--- config.mk ---
export PLATFORM = sky130hd
export DESIGN_NAME = bkm_pipe_scoreboard
export DESIGN_NICKNAME = d
export VERILOG_FILES = /design/src/rtl/bkm_pipe_scoreboard.sv
export SDC_FILE = /design/constraint.sdc
export NUM_CORES = 2
export LEC_CHECK = 0
export CORE_MARGIN = 8
export CORE_UTILIZATION = 60
export DETAILED_ROUTE_END_ITERATION = 7
export PLACE_DENSITY = 0.81
export SYNTH_ARGS = -nofsm -noshare
export SYNTH_HDL_FRONTEND = slang
export SYNTH_SLANG_ARGS = --single-unit
--- constraint.sdc ---
create_clock -name clk -period 24.4 [get_ports clk]
set_input_delay 4.88 -clock clk [delete_from_list [all_inputs] [get_ports clk]]
set_output_delay 4.88 -clock clk [all_outputs]
set_load 0.01 [all_outputs]
--- src/rtl/bkm_pipe_scoreboard.sv ---
// In-order scoreboard for the BKM step pipeline: CSD-to-binary conversion, expected-result FIFO, compare and counters.
// Optional tolerance compare on X/Y enabled by defining BKM_MON_TOL_EN.
module bkm_pipe_scoreboard #(
  parameter int unsigned WD    = 72,
  parameter int unsigned WC    = 22,
  parameter int unsigned DEPTH = 16,
  parameter int unsigned TOL   = 1
) (
  input  logic                   clk,
  input  logic                   srst,
  input  logic                   enable,
  input  logic                   dut_valid,
  input  logic [2*WD-1:0]        X_np1_csd,
  input  logic [2*WD-1:0]        Y_np1_csd,
  input  logic [WC-1:0]          u_np1_bin,
  input  logic [WC-1:0]          v_np1_bin,
  input  logic                   exp_valid,
  input  logic [WD-1:0]          exp_X,
  input  logic [WD-1:0]          exp_Y,
  input  logic [WC-1:0]          exp_u,
  input  logic [WC-1:0]          exp_v,
  output logic [WD-1:0]          X_np1_bin,
  output logic [WD-1:0]          Y_np1_bin,
  output logic                   cmp_valid,
  output logic                   cmp_pass,
  output logic [31:0]            err_cnt,
  output logic [31:0]            smp_cnt,
  output logic [$clog2(DEPTH):0] fifo_level,
  output logic                   ovf_err,
  output logic                   unf_err,
  output logic                   csd_err
);

  localparam int unsigned AW = $clog2(DEPTH);
  localparam int unsigned LW = AW + 1;

`ifdef BKM_MON_TOL_EN
  localparam int unsigned TOL_LIM = TOL;
`else
  // Zero tolerance reduces the X/Y check to an exact match.
  localparam int unsigned TOL_LIM = 0 * TOL;
`endif

  typedef struct packed {
    logic [WD-1:0] x;
    logic [WD-1:0] y;
    logic [WC-1:0] u;
    logic [WC-1:0] v;
  } exp_t;

  // Digit pair 11 contributes 0; result spans WD+1 signed bits.
  function automatic logic [WD:0] csd2bin(input logic [2*WD-1:0] d);
    logic [WD-1:0] p;
    logic [WD-1:0] n;
    for (int i = 0; i < int'(WD); i++) begin
      p[i] = d[2*i+1] & ~d[2*i];
      n[i] = d[2*i]   & ~d[2*i+1];
    end
    return {1'b0, p} - {1'b0, n};
  endfunction

  function automatic logic csd_bad_pair(input logic [2*WD-1:0] d);
    logic bad;
    bad = 1'b0;
    for (int i = 0; i < int'(WD); i++) bad = bad | (d[2*i+1] & d[2*i]);
    return bad;
  endfunction

  function automatic logic [WD:0] abs_diff(input logic [WD-1:0] a, input logic [WD-1:0] b);
    logic [WD:0] d;
    d = {a[WD-1], a} - {b[WD-1], b};
    return d[WD] ? -d : d;
  endfunction

  logic [WD:0]   w_x_full;
  logic [WD:0]   w_y_full;
  logic          w_csd_fault;
  logic          w_sample;
  logic          r_vld_s1;
  logic [WC-1:0] r_u_s1;
  logic [WC-1:0] r_v_s1;

  exp_t          r_mem [DEPTH];
  logic [AW-1:0] r_wr_ptr;
  logic [AW-1:0] r_rd_ptr;
  exp_t          w_head;
  exp_t          w_entry;
  logic          w_empty;
  logic          w_full;
  logic          w_pop;
  logic          w_push;
  logic          w_match;

  always_comb begin
    w_x_full    = csd2bin(X_np1_csd);
    w_y_full    = csd2bin(Y_np1_csd);
    w_sample    = enable & dut_valid;
    w_csd_fault = csd_bad_pair(X_np1_csd) | csd_bad_pair(Y_np1_csd) |
                  (w_x_full[WD] ^ w_x_full[WD-1]) | (w_y_full[WD] ^ w_y_full[WD-1]);
  end

  // Stage 1: capture converted DUT sample; holds while enable is low.
  always_ff @(posedge clk) begin
    if (srst) begin
      r_vld_s1  <= 1'b0;
      X_np1_bin <= '0;
      Y_np1_bin <= '0;
      r_u_s1    <= '0;
      r_v_s1    <= '0;
      csd_err   <= 1'b0;
    end else begin
      r_vld_s1 <= w_sample;
      if (w_sample) begin
        X_np1_bin <= w_x_full[WD-1:0];
        Y_np1_bin <= w_y_full[WD-1:0];
        r_u_s1    <= u_np1_bin;
        r_v_s1    <= v_np1_bin;
        if (w_csd_fault) csd_err <= 1'b1;
      end
    end
  end

  // Pop uses the registered level, so a same-cycle push is never visible to the compare.
  always_comb begin
    w_entry = '{x: exp_X, y: exp_Y, u: exp_u, v: exp_v};
    w_head  = r_mem[r_rd_ptr];
    w_empty = (fifo_level == '0);
    w_full  = (fifo_level == LW'(DEPTH));
    w_pop   = r_vld_s1 & ~w_empty;
    w_push  = exp_valid & (~w_full | w_pop);
    w_match = (abs_diff(X_np1_bin, w_head.x) <= (WD+1)'(TOL_LIM)) &&
              (abs_diff(Y_np1_bin, w_head.y) <= (WD+1)'(TOL_LIM)) &&
              (r_u_s1 == w_head.u) && (r_v_s1 == w_head.v);
  end

  always_ff @(posedge clk) begin
    if (w_push) r_mem[r_wr_ptr] <= w_entry;
  end

  always_ff @(posedge clk) begin
    if (srst) begin
      r_wr_ptr   <= '0;
      r_rd_ptr   <= '0;
      fifo_level <= '0;
      ovf_err    <= 1'b0;
    end else begin
      if (w_push) r_wr_ptr <= r_wr_ptr + AW'(1);
      if (w_pop)  r_rd_ptr <= r_rd_ptr + AW'(1);
      fifo_level <= fifo_level + LW'(w_push) - LW'(w_pop);
      if (exp_valid && !w_push) ovf_err <= 1'b1;
    end
  end

  // Stage 2: compare against FIFO head; an empty FIFO counts as a failed compare.
  always_ff @(posedge clk) begin
    if (srst) begin
      cmp_valid <= 1'b0;
      cmp_pass  <= 1'b0;
      err_cnt   <= '0;
      smp_cnt   <= '0;
      unf_err   <= 1'b0;
    end else begin
      cmp_valid <= r_vld_s1;
      cmp_pass  <= w_pop & w_match;
      if (r_vld_s1) begin
        if (smp_cnt != '1) smp_cnt <= smp_cnt + 32'd1;
        if (!(w_pop && w_match) && err_cnt != '1) err_cnt <= err_cnt + 32'd1;
        if (w_empty) unf_err <= 1'b1;
      end
    end
  end

endmodule

# Word-level counts from Yosys, hierarchy flattened
# Memory sizes are Yosys's and may differ from the RTL's. A register that Yosys moved wholly into a read port is not among the register bits.
# Index checks and enable logic that the tools add are counted.
[totals]
ramBits = 3008
inputBits = 525
reg_bits = 271
out_inout_bits = 218
memories = 1
elab_cells = 928
[classes]
add_sub_neg = 12
n_eq_ne = 5
reduce_logical = 13
n_lt_le_gt_ge = 2
muxes = 6
bitwise = 874
[mem_list]
columns = ["name", "words", "word_bits", "rd", "rd_clocked_by_memory_dff", "write_ports", "line_no", "text"]
rows = [
  ["r_mem", 16, 188, 1, 1, 1, "83", "exp_t r_mem [DEPTH];"],
]
[op_table]
columns = ["operator", "count"]
rows = [
  ["$and 1x1->1", 436],
  ["$sub 72x72->73", 4],
  ["$not 1->1", 290],
  ["$le 73x1->1 const B", 2],
  ["$mux 73", 2],
  ["$neg 73->73", 2],
  ["$or 1x1->1", 146],
  ["$add 32x1->32 const B", 2],
  ["$ne 32x32->1 const B", 2],
  ["$eq 22x22->1", 2],
  ["$add 4x1->4 const B", 2],
  ["$mux 4", 2],
  ["$reduce_and 2->1", 4],
  ["$logic_and 1x1->1", 6],
  ["$add 5x1->5", 1],
  ["$eq 5x5->1 const B", 1],
  ["$logic_not 5->1", 1],
  ["$sub 5x1->5", 1],
  ["$logic_not 1->1", 2],
  ["$mux 1", 2],
  ["$xor 1x1->1", 2],
]

# Longest topological paths before layout
[logic_depth]
depth_word = 76
mapped_depth = 36
mapped_depth_nobuf = 23

# Worst setup path after synthesis
# OpenSTA, ideal clock, no wires.
[synth_path]
path_type = "input-to-reg"
start = "input port exp_valid"
end = "memory r_mem[3][0] (netlist name), enable pin"
setup_slack_ns = 5.328
stages = 4
t_required_ns = 23.434
t_arrival_ns = 18.107
n_path_buf = 1
setup_ns = 0.966
path_cell_list = "nor2b_1 -> clkbuf_1 -> nand2_1 -> nor3_1"
[synth_between]
elab_chain_cells = 3
[synth_rtl]
columns = ["item", "line_no", "text"]
rows = [
  ["start, declared", "17", "input logic exp_valid,"],
  ["$and 1x1->1", "130", "w_push = exp_valid & (~w_full | w_pop);"],
  ["$mux 1", "137", "if (w_push) r_mem[r_wr_ptr] <= w_entry;"],
  ["$mux 1 (implied by the code)", "137", ""],
  ["end, declared", "83", ""],
]
# No other way between the ends.

==> qor.yml <==
worst_setup_path:
  arrival_ns: 13.15
  required_ns: 25.26
  reg2regPathDepth: 26
  cp-end-kind: "flop"
  timing.critical_path.fanout_max: 78
  startpoint_type: "flop"
  crit_type: "reg2reg"
cts:
  cts-hold-fix-buffers: 0
  htree_levels: 5
  clock_sinks: 3283
  clk_pin_slew_ns: 0.07
  post-cts-setup-buffers: 0
  clockBufferDepth: 4
  clk_latency_ns: 1.00
  root_buffer: "clkbuf_16"
  ctsResizeCount: 0
  cts_tree: "built"
  cts_buffers: 338
die:
  die_width_um: 515
  core_area_sq_mm: 0.248
  die_h_um: 515
  die_area_sq_mm: 0.266
  pin_count: 743
  num_rows: 183
  start_util: 0.602
route:
  wirelength_um: 501000
  drt_iter0_drc: 14600
  wire_per_inst_um: 35.9
  num_vias: 97600
  via_per_inst: 6.99
  drt_pass1_iterations: 8
  ant_nets: 0
  drcViolationCount: 14
sta:
  setup_violations: 0
  relSlewSlack: 0.00343
  finalCritPeriodShare: 0.504
  setup_ws_ns: 12.10
  slew_viol_final: 0
  totalNegativeSetupSlack_ns: 0
  whs_ns: 0.481
  hold_viol: 0
  max_freq_mhz: 81.3
  fin_worst_skew_ns: 0.0726
  rsz0062_at_grt: "no"
  worst_pin_slew_ns: 1.46
  timing.final.crit_period_ns: 12.30
logic_synthesis:
  synth_cell_type_count: 117
  synth_edf_count: 3008
  ys_ff_latch: 3283
  yosysWarnings: 0
  syn_area_sq_mm: 0.150
  async_reset_ff_frac: 0
  ys.flop_type: "edfxtp_1"
  ys_seq_area_frac: 0.640
  avgSynthCellArea_sq_um: 15.7
  synth_fp_nets: 10500
  syn_inst: 9547
hold_path:
  hold_path_depth: 2
  hp-class: "reg2reg"
global_routing:
  grt_pass1_wl_um: 704000
  grtUsageTotal: 0.368
  grt_overflow_total: 0
  grt_pass1_vias: 96700
  grt_max_degree: 117
  antenna_found_initial: 70
job:
  drv_cap: 1
power:
  total_power_mw: 14.2
  leakage_nw: 57.2
  irDropWorstVdd_mv: 0.103
  power_density_mw_per_mm2: 82.6
cells_and_area:
  stdcell_area_sq_mm: 0.172
  finish.utilization: 0.691
  nets: 11300
  drive_gt1_frac: 0.155
  finalNonFillerCells: 14000
  area_delta_synth_final_pct: 14.8
  nFillCells: 15500
placement:
  portBuffers: 742
  dp.cells: 13300
  pre_cts_ws_ns: 12.59
  dp_hpwl_um: 317000
  place_congestion: 1.02
  placedInstanceArea_sq_mm: 0.161
run_status:
  violations: "DRC, capacitance limit"
  status: "complete, but fails checks"
==> path summary, 6_finish.rpt <==
| check | from | endpoint | slack, ns |
|---|---|---|---|
| setup / recovery | flop | err_cnt[15] | 12.10 |
| hold / removal | r_v_s1[4] | r_v_s1[4] | 0.48 |
| hold reg to reg | r_v_s1[4] | r_v_s1[4] | 0.48 |
| setup reg to reg | flop | err_cnt[15] | 12.10 |
==> Yosys cell counts, types with 24 or more instances <==
cell      number  area [sq um]
mux2i_1       62           621
o21a_1        49           368
nor2_1       413          1550
o31ai_1       28           210
buf_2         48           240
xor2_1       109           955
mux2_2        27           304
inv_1        378          1420
xnor2_1      218          1910
a21o_1       221          1660
o21ai_0      231          1160
edfxtp_1    3008         90300
a21oi_1      605          3030
ha_1         444          5560
and3_1        75           469
and4_1        31           272
nor3_1       123           616
o21ai_1       34           170
nor4_1        80           500
nand4_1      120           751
mux4_2       907         20400
o211ai_1      40           300
nand3_1      146           731
nor2b_1       56           350
or3_1         69           432
dfxtp_1      275          5510
or2_2         24           150
a31oi_1       56           350
and2_1        49           307
o21bai_1      33           248
clkbuf_1     293          1100
nand2b_1      53           332
buf_1         78           293
a211oi_1      75           563
a311oi_1      24           210
nand2_1      649          2440
==> where the power goes <==
group	total, mW	internal, mW	switching [mW]
logic	2.70	0.995	1.71
registers	6.41	6.31	0.0978
clock network	5.07	2.92	2.16
==> layer usage <==
metal	vias up	global-route usage	part of all wire
met1	49300	0.460	0.35
li1	39600	-	-
met3	1321	0.104	0.12
met4	46	0.204	0.065
met5	-	0	0.00057
met2	7348	0.584	0.47
==> cells in the final DEF, fill, tap and decap left out, drive strengths merged, types with 69 or more instances in the layout <==
cell type | synthesis | routed
a211oi | 76 | 76
a21o | 221 | 221
a21oi | 609 | 609
and3 | 76 | 76
buf | 132 | 120
clkbuf | 293 | 444
clkdlybuf4s50 | 0 | 741
clkinv | 0 | 92
dfxtp | 275 | 275
edfxtp | 3008 | 3008
ha | 444 | 444
inv | 379 | 392
mux4 | 907 | 907
nand2 | 650 | 650
nand3 | 147 | 147
nand4 | 121 | 121
nor2 | 413 | 413
nor3 | 126 | 126
nor4 | 87 | 87
o21ai | 266 | 266
or3 | 69 | 69
xnor2 | 218 | 218
xor2 | 109 | 109
==> sequential cells by signal, summed over array words and instances, names as in the netlist, named ones only <==
register / flops
X_np1_bin: 72
Y_np1_bin: 72
cmp_pass: 1
cmp_valid: 1
csd_err: 1
err_cnt: 32
fifo_level: 5
ovf_err: 1
r_mem: 3008
r_rd_ptr: 4
r_u_s1: 22
r_v_s1: 22
r_vld_s1: 1
r_wr_ptr: 4
smp_cnt: 32
unf_err: 1
==> critical path: stages, from the launching register on <==
cell and delay [ns]:
dfxtp_4 0.91, buf_4 0.91, buf_12 0.47, buf_4 0.78
buf_4 0.78, mux4_2 0.64, mux2_2 0.29, o21ai_0 0.71
ha_1 0.49, and2_1 0.25, a22o_1 0.22, a31oi_1 0.19
a31oi_1 0.22, a21o_1 0.26, o311a_1 0.34, o311ai_1 0.81
nand2_1 0.34, nor3b_1 0.50, nand2_1 0.18, or2_0 0.29
o311ai_0 0.53, nand4_1 0.25, nor4_4 0.29, buf_4 0.32
a31o_1 0.42, o21ai_1 0.13, a21oi_1 0.21
==> layout make-up <==
type	instances	area, sq um	area share
antenna	58	145	0.000845
clock buffer	444	9160	0.0533
clock inverter	144	1450	0.00842
inverter	379	1430	0.00833
multi-input combinational	5460	50900	0.297
sequential	3283	95800	0.558
tap	3330	4170	0.0243
timing repair buffer	861	8610	0.0501
==> cell families after synthesis <==
family                     after synthesis  synth area share
DFF                                   3283             0.640
and+or+nand+nor                       1994            0.0660
AOI/OAI and AO/OA                     1694            0.0734
muxes                                  996             0.143
buffers and inverters                  804            0.0207
adders and majority gates              449            0.0378
xor gates and xnor gates               327            0.0191
(Power assumes the default switching activity.)
